<file path="config.mk">
export PLATFORM = sky130hd
export DESIGN_NAME = mem_port_arbiter
export DESIGN_NICKNAME = d
export VERILOG_FILES = /design/src/rtl/mem_port_arbiter.sv
export SDC_FILE = /design/constraint.sdc
export NUM_CORES = 1
export LEC_CHECK = 0
export BUFFER_PORTS_ARGS = -buffer_cell sky130_fd_sc_hd__buf_2
export CORE_AREA = 2 2 93 95
export CTS_BUF_LIST = sky130_fd_sc_hd__clkbuf_16
export CTS_CLUSTER_SIZE = 25
export DETAILED_ROUTE_END_ITERATION = 6
export DIE_AREA = 0 0 95 97
export PLACE_DENSITY = 0.65
export SLEW_MARGIN = 30
export SYNTH_ARGS = -nofsm -noshare
export SYNTH_HDL_FRONTEND = slang
export SYNTH_SLANG_ARGS = --single-unit
</file>
<file path="constraint.sdc">
create_clock -name clk -period 2.6 [get_ports clk]
set_input_delay 0.52 -clock clk [delete_from_list [all_inputs] [get_ports clk]]
set_output_delay 0.52 -clock clk [all_outputs]
set_load 0.01 [all_outputs]
</file>
<file path="src/rtl/mem_port_arbiter.sv">
// Arbiter for the single-port data RAM shared by the load unit and the store retire buffer.
// Stores normally win. A load that has been denied too often is forced ahead of the stores.
module mem_port_arbiter #(
    parameter int ADDR_W     = 32,
    parameter int DATA_W     = 32,
    parameter int TAG_W      = 4,
    parameter int STARVE_MAX = 4
) (
    input  logic              clk,
    input  logic              reset,
    input  logic              ld_valid,
    output logic              ld_ready,
    input  logic [ADDR_W-1:0] ld_addr,
    input  logic [TAG_W-1:0]  ld_tag,
    input  logic              st_valid,
    output logic              st_ready,
    input  logic [ADDR_W-1:0] st_addr,
    input  logic [DATA_W-1:0] st_data,
    output logic              mem_valid,
    output logic [ADDR_W-1:0] mem_addr,
    output logic [DATA_W-1:0] mem_wr_data,
    output logic              mem_MemRead,
    output logic              mem_MemWrite,
    input  logic [DATA_W-1:0] mem_rd_data,
    output logic              resp_valid,
    input  logic              resp_ready,
    output logic [TAG_W-1:0]  resp_tag,
    output logic [DATA_W-1:0] resp_data
);

    localparam int CNT_W = $clog2(STARVE_MAX + 1);
    localparam logic [CNT_W-1:0] CNT_MAX = CNT_W'(STARVE_MAX);

    typedef enum logic [1:0] {
        GNT_NONE,
        GNT_LOAD,
        GNT_STORE
    } grant_e;

    grant_e           grant;
    logic             ld_ok;
    logic [CNT_W-1:0] starve_cnt;

    // The response slot holds one entry. It can drain and refill in the same cycle.
    assign ld_ok = ld_valid && (!resp_valid || resp_ready);

    // NOTE: every signal is given a default at the top of the block, so no path leaves one unassigned and no latch is inferred.
    always_comb begin
        grant        = GNT_NONE;
        ld_ready     = 1'b0;
        st_ready     = 1'b0;
        mem_valid    = 1'b0;
        mem_MemRead  = 1'b0;
        mem_MemWrite = 1'b0;
        mem_addr     = '0;
        mem_wr_data  = '0;

        if (!reset) begin
            if (ld_ok && (!st_valid || starve_cnt >= CNT_MAX)) begin
                grant = GNT_LOAD;
            end else if (st_valid) begin
                grant = GNT_STORE;
            end
        end

        case (grant)
            GNT_LOAD: begin
                ld_ready    = 1'b1;
                mem_valid   = 1'b1;
                mem_MemRead = 1'b1;
                mem_addr    = ld_addr;
            end
            GNT_STORE: begin
                st_ready     = 1'b1;
                mem_valid    = 1'b1;
                mem_MemWrite = 1'b1;
                mem_addr     = st_addr;
                mem_wr_data  = st_data;
            end
            default: ;
        endcase
    end

    // NOTE: sequential state uses non-blocking assignments, so every register samples values from before the edge.
    always_ff @(posedge clk) begin
        if (reset) begin
            starve_cnt <= '0;
        end else if (!ld_valid || grant == GNT_LOAD) begin
            starve_cnt <= '0;
        end else if (ld_ok && grant == GNT_STORE && starve_cnt < CNT_MAX) begin
            starve_cnt <= starve_cnt + CNT_W'(1);
        end
    end

    // The response slot is overwritten only by a load granted in this cycle. It drains when the consumer accepts it.
    always_ff @(posedge clk) begin
        if (reset) begin
            resp_valid <= 1'b0;
            resp_tag   <= '0;
            resp_data  <= '0;
        end else if (grant == GNT_LOAD) begin
            resp_valid <= 1'b1;
            resp_tag   <= ld_tag;
            resp_data  <= mem_rd_data;
        end else if (resp_valid && resp_ready) begin
            resp_valid <= 1'b0;
        end
    end

    a_one_strobe: assert property (@(posedge clk) !(mem_MemRead && mem_MemWrite));
    a_one_ready:  assert property (@(posedge clk) !(ld_ready && st_ready));
    a_resp_hold:  assert property (@(posedge clk) disable iff (reset)
        (resp_valid && !resp_ready) |=> ($stable(resp_tag) && $stable(resp_data)));

endmodule
</file>
==> Yosys cells after proc, flatten, opt, wreduce, memory -nomap -nowiden <==
Cells that the tools add are included.
Widths: inputs -> output; s select.
{ "word_totals": {"elab_cells": 33, "in_bits": 137, "ff_bits": 40, "out_inout_bits": 106} }
{ "classes": {"magnitude_cmp": 2, "addsub": 1, "n_reduce_logical": 14, "n_mux": 10, "eq_ne": 2} }
{ "op_table": {"columns": ["cell", "n"], "rows": [
  ["$pmux 32 s2", 1],
  ["$mux 32", 1],
  ["$mux 2", 3],
  ["$logic_and 1x1->1", 5],
  ["$mux 1", 5],
  ["$reduce_or 2->1", 2],
  ["$add 3x1->3 const B", 1],
  ["$ge 3x3->1 const B", 1],
  ["$logic_not 1->1", 3],
  ["$logic_or 1x1->1", 3],
  ["$lt 3x3->1 const B", 1],
  ["$eq 2x1->1 const B", 1],
  ["$eq 2x2->1 const B", 1],
  ["$reduce_bool 2->1", 1]
]} }

==> Depth between registers and ports, before layout <==
Gate-level depths: netlist (run 1).
{ "depth": {"depth_word": 9, "ltp_mapped": 9, "mapped_depth_nobuf": 7} }

==> Worst setup path before layout (run 1) <==
No wires, ideal clock.
{ "synth_timing": {"path_kind": "in2out", "startpoint": "input st_valid", "endpoint": "output mem_addr[13]", "cell_stages": 8, "t_arrival_ns": 1.879, "required_ns": 2.080, "slack_ns": 0.201, "n_path_buf": 3, "cell_sequence": "a21oi_1 > and3_2 > ha_1 > buf_2 > buf_4 > buf_2 > a22oi_1 > nor2_1"} }
{ "synth_via": {"elab_chain_cells": 7, "word_cells_on_any_way": 9, "cone_classes": "2 x eq/ne; 4 x mux; 3 x reduce/logical"} }
{ "synth_rtl": {"columns": ["item", "line", "text"], "rows": [
  ["start: declaration", "15", "input logic st_valid,"],
  ["$logic_not 1->1", "59", "if (ld_ok && (!st_valid || starve_cnt >= CNT_MAX)) begin"],
  ["$logic_or 1x1->1", "59", null],
  ["$logic_and 1x1->1", "59", null],
  ["$mux 2 (*)", "59", null],
  ["$mux 2 (*)", "58", "if (!reset) begin"],
  ["$eq 2x2->1 / $eq 2x1->1 (equally long branches)", "66", "case (grant)"],
  ["$pmux 32 s2 (*)", "66", null],
  ["end: declaration", "20", "output logic [ADDR_W-1:0] mem_addr,"]
]} }
Mark *: on every way between the ends. The rest lies on a longest branch, timed or not.

==> Worst setup path after layout (run 1) <==
{ "layout_timing": {"startpoint": "register starve_cnt[2]", "endpoint": "output mem_addr[6]"} }
{ "layout_via": {"elab_chain_cells": 7, "word_cells_on_any_way": 8, "cone_classes": "1 x order compare; 2 x eq/ne; 3 x mux; 2 x reduce/logical"} }
{ "layout_rtl": {"columns": ["item", "line", "text"], "rows": [
  ["start: declaration", "42", "logic [CNT_W-1:0] starve_cnt;"],
  ["start signal: assignment", "91", "starve_cnt <= starve_cnt + CNT_W'(1);"],
  ["$ge 3x3->1 (*)", "59", null],
  ["$logic_or 1x1->1 (*)", "59", null],
  ["$logic_and 1x1->1 (*)", "59", null],
  ["$mux 2 (*)", "59", null],
  ["$mux 2 (*)", "58", null],
  ["$eq 2x2->1 / $eq 2x1->1 (equally long branches)", "66", null],
  ["$pmux 32 s2 (*)", "66", null]
]} }
Marks and branches as above.

==> results of run 1 <==
## layout make-up
| type | instances | area, sq um |
|---|---|---|
| multi-input cells | 192 | 1240 |
| well taps | 105 | 131 |
| clock inverters | 3 | 16.3 |
| inverters | 4 | 15.0 |
| clock buffers | 5 | 125 |
| repair buffers | 248 | 1280 |
| flip-flops and latches | 40 | 801 |
| fillers | 825 | 4520 |
## cell usage after synthesis
cell	count
inv_1	3
nor2_1	71
o31ai_1	2
nand2b_1	2
a21oi_1	3
buf_2	6
mux2i_1	36
and2_1	32
or3_2	1
nand3b_1	1
ha_1	4
buf_1	1
nand3_1	2
a41oi_1	1
nor2b_1	1
and3b_1	1
inv_2	1
dfxtp_1	40
and3_2	1
clkbuf_1	14
buf_4	3
or4_1	2
a22oi_1	32
## state kept, by name (all words and copies together) (netlist names)
signal	count
resp_valid	1
starve_cnt	3
resp_tag	4
resp_data	32
## power by group through the flow
stage               Clock [mW]  Sequential (mW)  Combinational [mW]
floorplan                    0            0.660               0.149
finish                   0.578            0.639               0.340
detailed placement           0            0.652               0.342
CTS                      0.604            0.639               0.343
global route             0.630            0.641               0.376
global placement             0            0.651               0.336
## cells by family after synthesis
logic type,Yosys count,share of synthesized area (%)
mux,36,16.7
fa+ha+maj,4,2.32
flops,40,37.1
simple gates,114,25.1
compound gates,38,12.9
buf+inv,28,5.75
## tightest hold or removal path, cell delays in order (launching register included)
cell	delay [ps]
dfxtp_1	310
o31ai_1	60
a21oi_1	60
## stage by stage
step	cells	hold slack, ps	util (%)
floorplan	260	448	-
global route	597	484	44.4
global placement	589	465	42.7
CTS	597	473	44.4
detailed placement	589	471	42.7
finish	597	474	44.4
## layout by cell type, fill, tap and decap left out
master	instances
a21oi_1	3
dfxtp_1	40
buf_12	2
inv_1	5
nor2_1	71
and3b_1	1
mux2i_1	36
nor2b_1	1
ha_1	3
nand3_1	2
a41oi_1	1
a22oi_1	32
buf_4	4
nand3b_1	1
and3_2	1
nand2b_1	2
clkinv_4	1
clkbuf_16	5
buf_2	242
or3_2	1
inv_2	1
or4_1	2
ha_4	1
and2_1	32
o31ai_1	2
## metal layers
metal,vias to the layer above,routed length [um],track usage [%]
met3,4,732,4.67
li1,1343,-,-
met2,132,3840,26.9
met4,0,35,2.45
met1,1206,3210,18.8
met5,-,0,0
## how the worst min path moves through the flow
stage	end	cells past startpoint	slack, ps
final	starve_cnt[1]$_SDFFE_PP0P_	2	470
after global placement	starve_cnt[1]$_SDFFE_PP0P_	2	470
after floorplan	starve_cnt[1]$_SDFFE_PP0P_	2	450
after detailed placement	starve_cnt[1]$_SDFFE_PP0P_	2	470
after CTS	resp_data[16]$_SDFFE_PP0N_	3	470
after global routing	resp_data[28]$_SDFFE_PP0N_	3	480
==> flow_summary.json, run 1 <==
{
  "track_usage_pct": 15.4,
  "rrSetupSlack_ps": 530,
  "areaGrowthSynthToFinish_pct": 67.6,
  "swShare_pct": 25.9,
  "max-cap-violations": 0,
  "worstPathArrival_ps": 1940,
  "cts_resized": 0,
  "critPathKind": "reg2out",
  "die_w_um": 95,
  "drt_first_iter_violations": 73,
  "yosys.cell_types.count": 23,
  "synth.avg_cell_area_sq_um": 8.29,
  "die_h_um": 97,
  "path_max_fanout": 38,
  "viasPerCell": 4.50,
  "powerDensity_mw_per_mm2": 431,
  "post-place-ws_ps": 178,
  "total_power_mw": 1.56,
  "fin_ws_ps": 142,
  "power_switching_mw": 0.403,
  "leakage_nw": 1.94,
  "cts.sinks": 40,
  "endpoint": "mem_addr[6]",
  "crit_slowest_cell": "ha_4",
  "crit_path_start_kind": "flop",
  "postCtsHoldBufs": 0,
  "relSlewSlack_pct": 72.6,
  "ant_nets": 0,
  "clkPwrFrac_pct": 37.1,
  "max_stage_delay_ps": 400,
  "rsz0062_at_grt": "false",
  "initial_utilization_pct": 26.5,
  "hold_viol": 0,
  "clk-insertion-delay-late_ps": 270,
  "dp_hpwl_mm": 6.32,
  "nets": 632,
  "fin_crit_sh_pct": 94.5,
  "fin_skew_ps": 4.09,
  "fmaxAchievable_mhz": 407,
  "path_cells": "inv_1, a21oi_1, and3_2, ha_4, a22oi_1, nor2_1, buf_2",
  "drive_gt1_share_pct": 52.4,
  "rr_startpoint": "starve_cnt[2]$_SDFFE_PP0P_",
  "htreeDepth": 2,
  "num_rows": 33,
  "synth_area_sq_mm": 0.00216,
  "end_kind": "primary output",
  "cts_tree": "built",
  "syn_nets": 401,
  "root_buffer": "clkbuf_16",
  "clk_path_buf_depth": 2,
  "fp.coreArea_sq_mm": 0.00813,
  "io_buffers": 242,
  "fin_crit_ps": 2460,
  "hp-start": "starve_cnt[1]$_SDFFE_PP0P_",
  "crit-reg2reg-capture": "resp_data[10]$_SDFFE_PP0N_",
  "synth_warnings": 0,
  "gr-total-overflow": 0,
  "clk_pin_slew_ps": 50,
  "power_frac_comb_pct": 21.8,
  "final_cell_area_sq_mm": 0.00361,
  "cp-startpoint": "starve_cnt[2]$_SDFFE_PP0P_",
  "crit_buf_inv": 2,
  "outcome": "finished, final reports clean",
  "vdd_drop_max_mv": 0.251,
  "hold_path.class": "reg2reg",
  "grt_start_max_net_pins": 39,
  "wl_per_cell_um": 13.1,
  "antenna_found_initial": 0,
  "cell_internal_pwr_mw": 1.15,
  "final_max_slew_viol_count": 0,
  "die_area_sq_mm": 0.00922,
  "tns_ps": 0,
  "grt_pass1_vias": 2431,
  "crit_family": "adder cells",
  "cts_buffers": 5,
  "ioPinCount": 243,
  "synth_top_area_share_pct": 37.1,
  "drc_errors": 0,
  "crit_required_ps": 2080,
  "cts_setup_buffers": 0,
  "antenna_cells": 0,
  "via_count": 2685,
  "grt_pass1_wl_mm": 11.6,
  "tightestPinTransition_ps": 411,
  "yosysSeqAreaShare_pct": 37.1,
  "rr_worst_depth": 7,
  "routabilityCongestion": 0.837,
  "sequentialPowerShare_pct": 41.0,
  "first_pass_iters": 5,
  "yosys-top-cells-area": "dfxtp_1 37%, mux2i_1 17%, nor2_1 12%",
  "routed_wl_mm": 7.81,
  "ys_seq_elements": 40,
  "netlist_instances": 260,
  "cp.depth": 7,
  "finalSetupViolCount": 0,
  "synth_top_area_cell": "dfxtp_1",
  "place_area_sq_mm": 0.00347
}
(Power assumes the default switching activity.)
==> run 2, diff against run 1 <==
--- a/config.mk
+++ b/config.mk
@@ -5,7 +5,7 @@
 export SDC_FILE = /design/constraint.sdc
 export NUM_CORES = 1
 export LEC_CHECK = 0
-export BUFFER_PORTS_ARGS = -buffer_cell sky130_fd_sc_hd__buf_2
+export BUFFER_PORTS_ARGS = -buffer_cell sky130_fd_sc_hd__buf_4
 export CORE_AREA = 2 2 93 95
 export CTS_BUF_LIST = sky130_fd_sc_hd__clkbuf_16
 export CTS_CLUSTER_SIZE = 25
==> run 2 against run 1 <==
  * Non-clock buffer count rose by 1
  * Flip-flop and latch count did not move
  * Global-route usage rose by 1.4 points
  * Worst hold slack got worse by 30 ps
  * Critical path depth rose by 1
  * Register-to-register slack got worse by 120 ps
  * Cell count did not move
  * Clock skew barely moved
  * Highest routed layer unchanged
==> flow_summary.json, run 2 (synthesized netlist as in run 1, its figures left out) <==
{
  "wl_per_cell_um": 14.3,
  "fin_ws_ps": 159,
  "grt_start_max_net_pins": 39,
  "crit_required_ps": 2080,
  "layout_commonest_cell": "buf_4",
  "relSlewSlack_pct": 70.6,
  "vdd_drop_max_mv": 0.357,
  "num-fill-cells": 778,
  "fp.coreArea_sq_mm": 0.00813,
  "hold_path.class": "in2reg",
  "cts.sinks": 40,
  "htreeDepth": 2,
  "end_kind": "primary output",
  "total_power_mw": 1.64,
  "worstPathArrival_ps": 1920,
  "drive_gt1_share_pct": 52.6,
  "cts_setup_buffers": 0,
  "cts_resized": 0,
  "antenna_cells": 0,
  "track_usage_pct": 16.8,
  "clk_path_buf_depth": 2,
  "clk_pin_slew_ps": 50,
  "finalSetupViolCount": 0,
  "die_area_sq_mm": 0.00922,
  "gr-total-overflow": 0,
  "first_pass_iters": 4,
  "viasPerCell": 4.53,
  "fin_skew_ps": 3.92,
  "fin_crit_ps": 2440,
  "drt-met1-wl_mm": 3.37,
  "max-cap-violations": 0,
  "num_rows": 33,
  "rr_startpoint": "starve_cnt[2]$_SDFFE_PP0P_",
  "post-place-ws_ps": 162,
  "tightestPinTransition_ps": 441,
  "grt_pass1_wl_mm": 12.5,
  "top_register": "resp_data",
  "antenna_found_initial": 0,
  "ioPinCount": 243,
  "root_buffer": "clkbuf_16",
  "fmaxAchievable_mhz": 410,
  "tns_ps": 0,
  "final_core_util_pct": 52.1,
  "timing.hold.ws_ps": 444,
  "reg_top3": "resp_data (32), resp_tag (4), starve_cnt (3)",
  "wl_met2_mm": 4.41,
  "hp-start": "reset",
  "leakage_nw": 2.06,
  "powerDensity_mw_per_mm2": 386,
  "routed.top_layer": "met4",
  "drc_errors": 0,
  "initial_utilization_pct": 26.5,
  "rsz0062_at_grt": "false",
  "placed_cells": 589,
  "cts_buffers": 5,
  "path_max_fanout": 20,
  "critPathKind": "reg2out",
  "crit_path_start_kind": "flop",
  "routed_wl_mm": 8.53,
  "final_max_slew_viol_count": 0,
  "ant_nets": 0,
  "final_cell_mix": "245 x buf_4, 71 x nor2_1, 40 x dfxtp_1",
  "drt_first_iter_violations": 64,
  "fin_crit_sh_pct": 93.9,
  "routabilityCongestion": 0.771,
  "wl_met3_um": 723,
  "place_area_sq_mm": 0.00409,
  "hold_viol": 0,
  "fin_cells": 597,
  "die_h_um": 97,
  "cts_tree": "built",
  "outcome": "finished, final reports clean",
  "die_w_um": 95,
  "dp_hpwl_mm": 6.69,
  "io_buffers": 242,
  "postCtsHoldBufs": 0,
  "areaGrowthSynthToFinish_pct": 96.6,
  "via_count": 2702,
  "nets": 633,
  "largest_reg_flops": 32,
  "grt_pass1_vias": 2565,
  "final_cell_area_sq_mm": 0.00424,
  "clk-insertion-delay-late_ps": 280,
  "cp-startpoint": "starve_cnt[2]$_SDFFE_PP0P_"
}
-- run 2: cell type report --
| class | instances | area, sq um | share of cell area, % |
|---|---|---|---|
| inverters | 4 | 15.0 | 0.354 |
| multi-input cells | 192 | 1240 | 29.3 |
| well taps | 105 | 131 | 3.10 |
| clock buffers | 5 | 125 | 2.95 |
| flip-flops and latches | 40 | 801 | 18.9 |
| clock inverters | 2 | 8.76 | 0.207 |
| repair buffers | 249 | 1910 | 45.2 |
-- run 2: path summary, 6_finish.rpt --
| check | endpoint | slack [ps] | cells after the start |
|---|---|---|---|
| setup / recovery | mem_addr[0] | 160 | 8 |
| hold / removal | resp_valid$_SDFFE_PP0P_ | 440 | 2 |
| setup reg to reg | resp_data[16]$_SDFFE_PP0N_ | 410 | 8 |
| hold reg to reg | starve_cnt[1]$_SDFFE_PP0P_ | 490 | 2 |
-- run 2: worst max-delay path, stage by stage, from the launching register on --
cell and delay, ps:
dfxtp_1 370, inv_1 60, a21oi_1 160, and3_2 230, ha_4 290, buf_8 220
a22oi_1 80, nor2_1 100, buf_4 120
-- run 2: where the power goes --
group	switching (mW)	leakage [nW]	internal [mW]	total, mW
sequential	0.00909	0.324	0.631	0.640
combinational	0.172	1.67	0.263	0.435
clock	0.219	0.0709	0.344	0.563
total	0.400	2.06	1.24	1.64
-- run 2: metal layers --
metal | global-route usage, % | vias to the layer above
met5 | 0 | -
met4 | 2.68 | 0
met3 | 4.52 | 6
met2 | 30.7 | 123
met1 | 19.7 | 1232
li1 | - | 1341
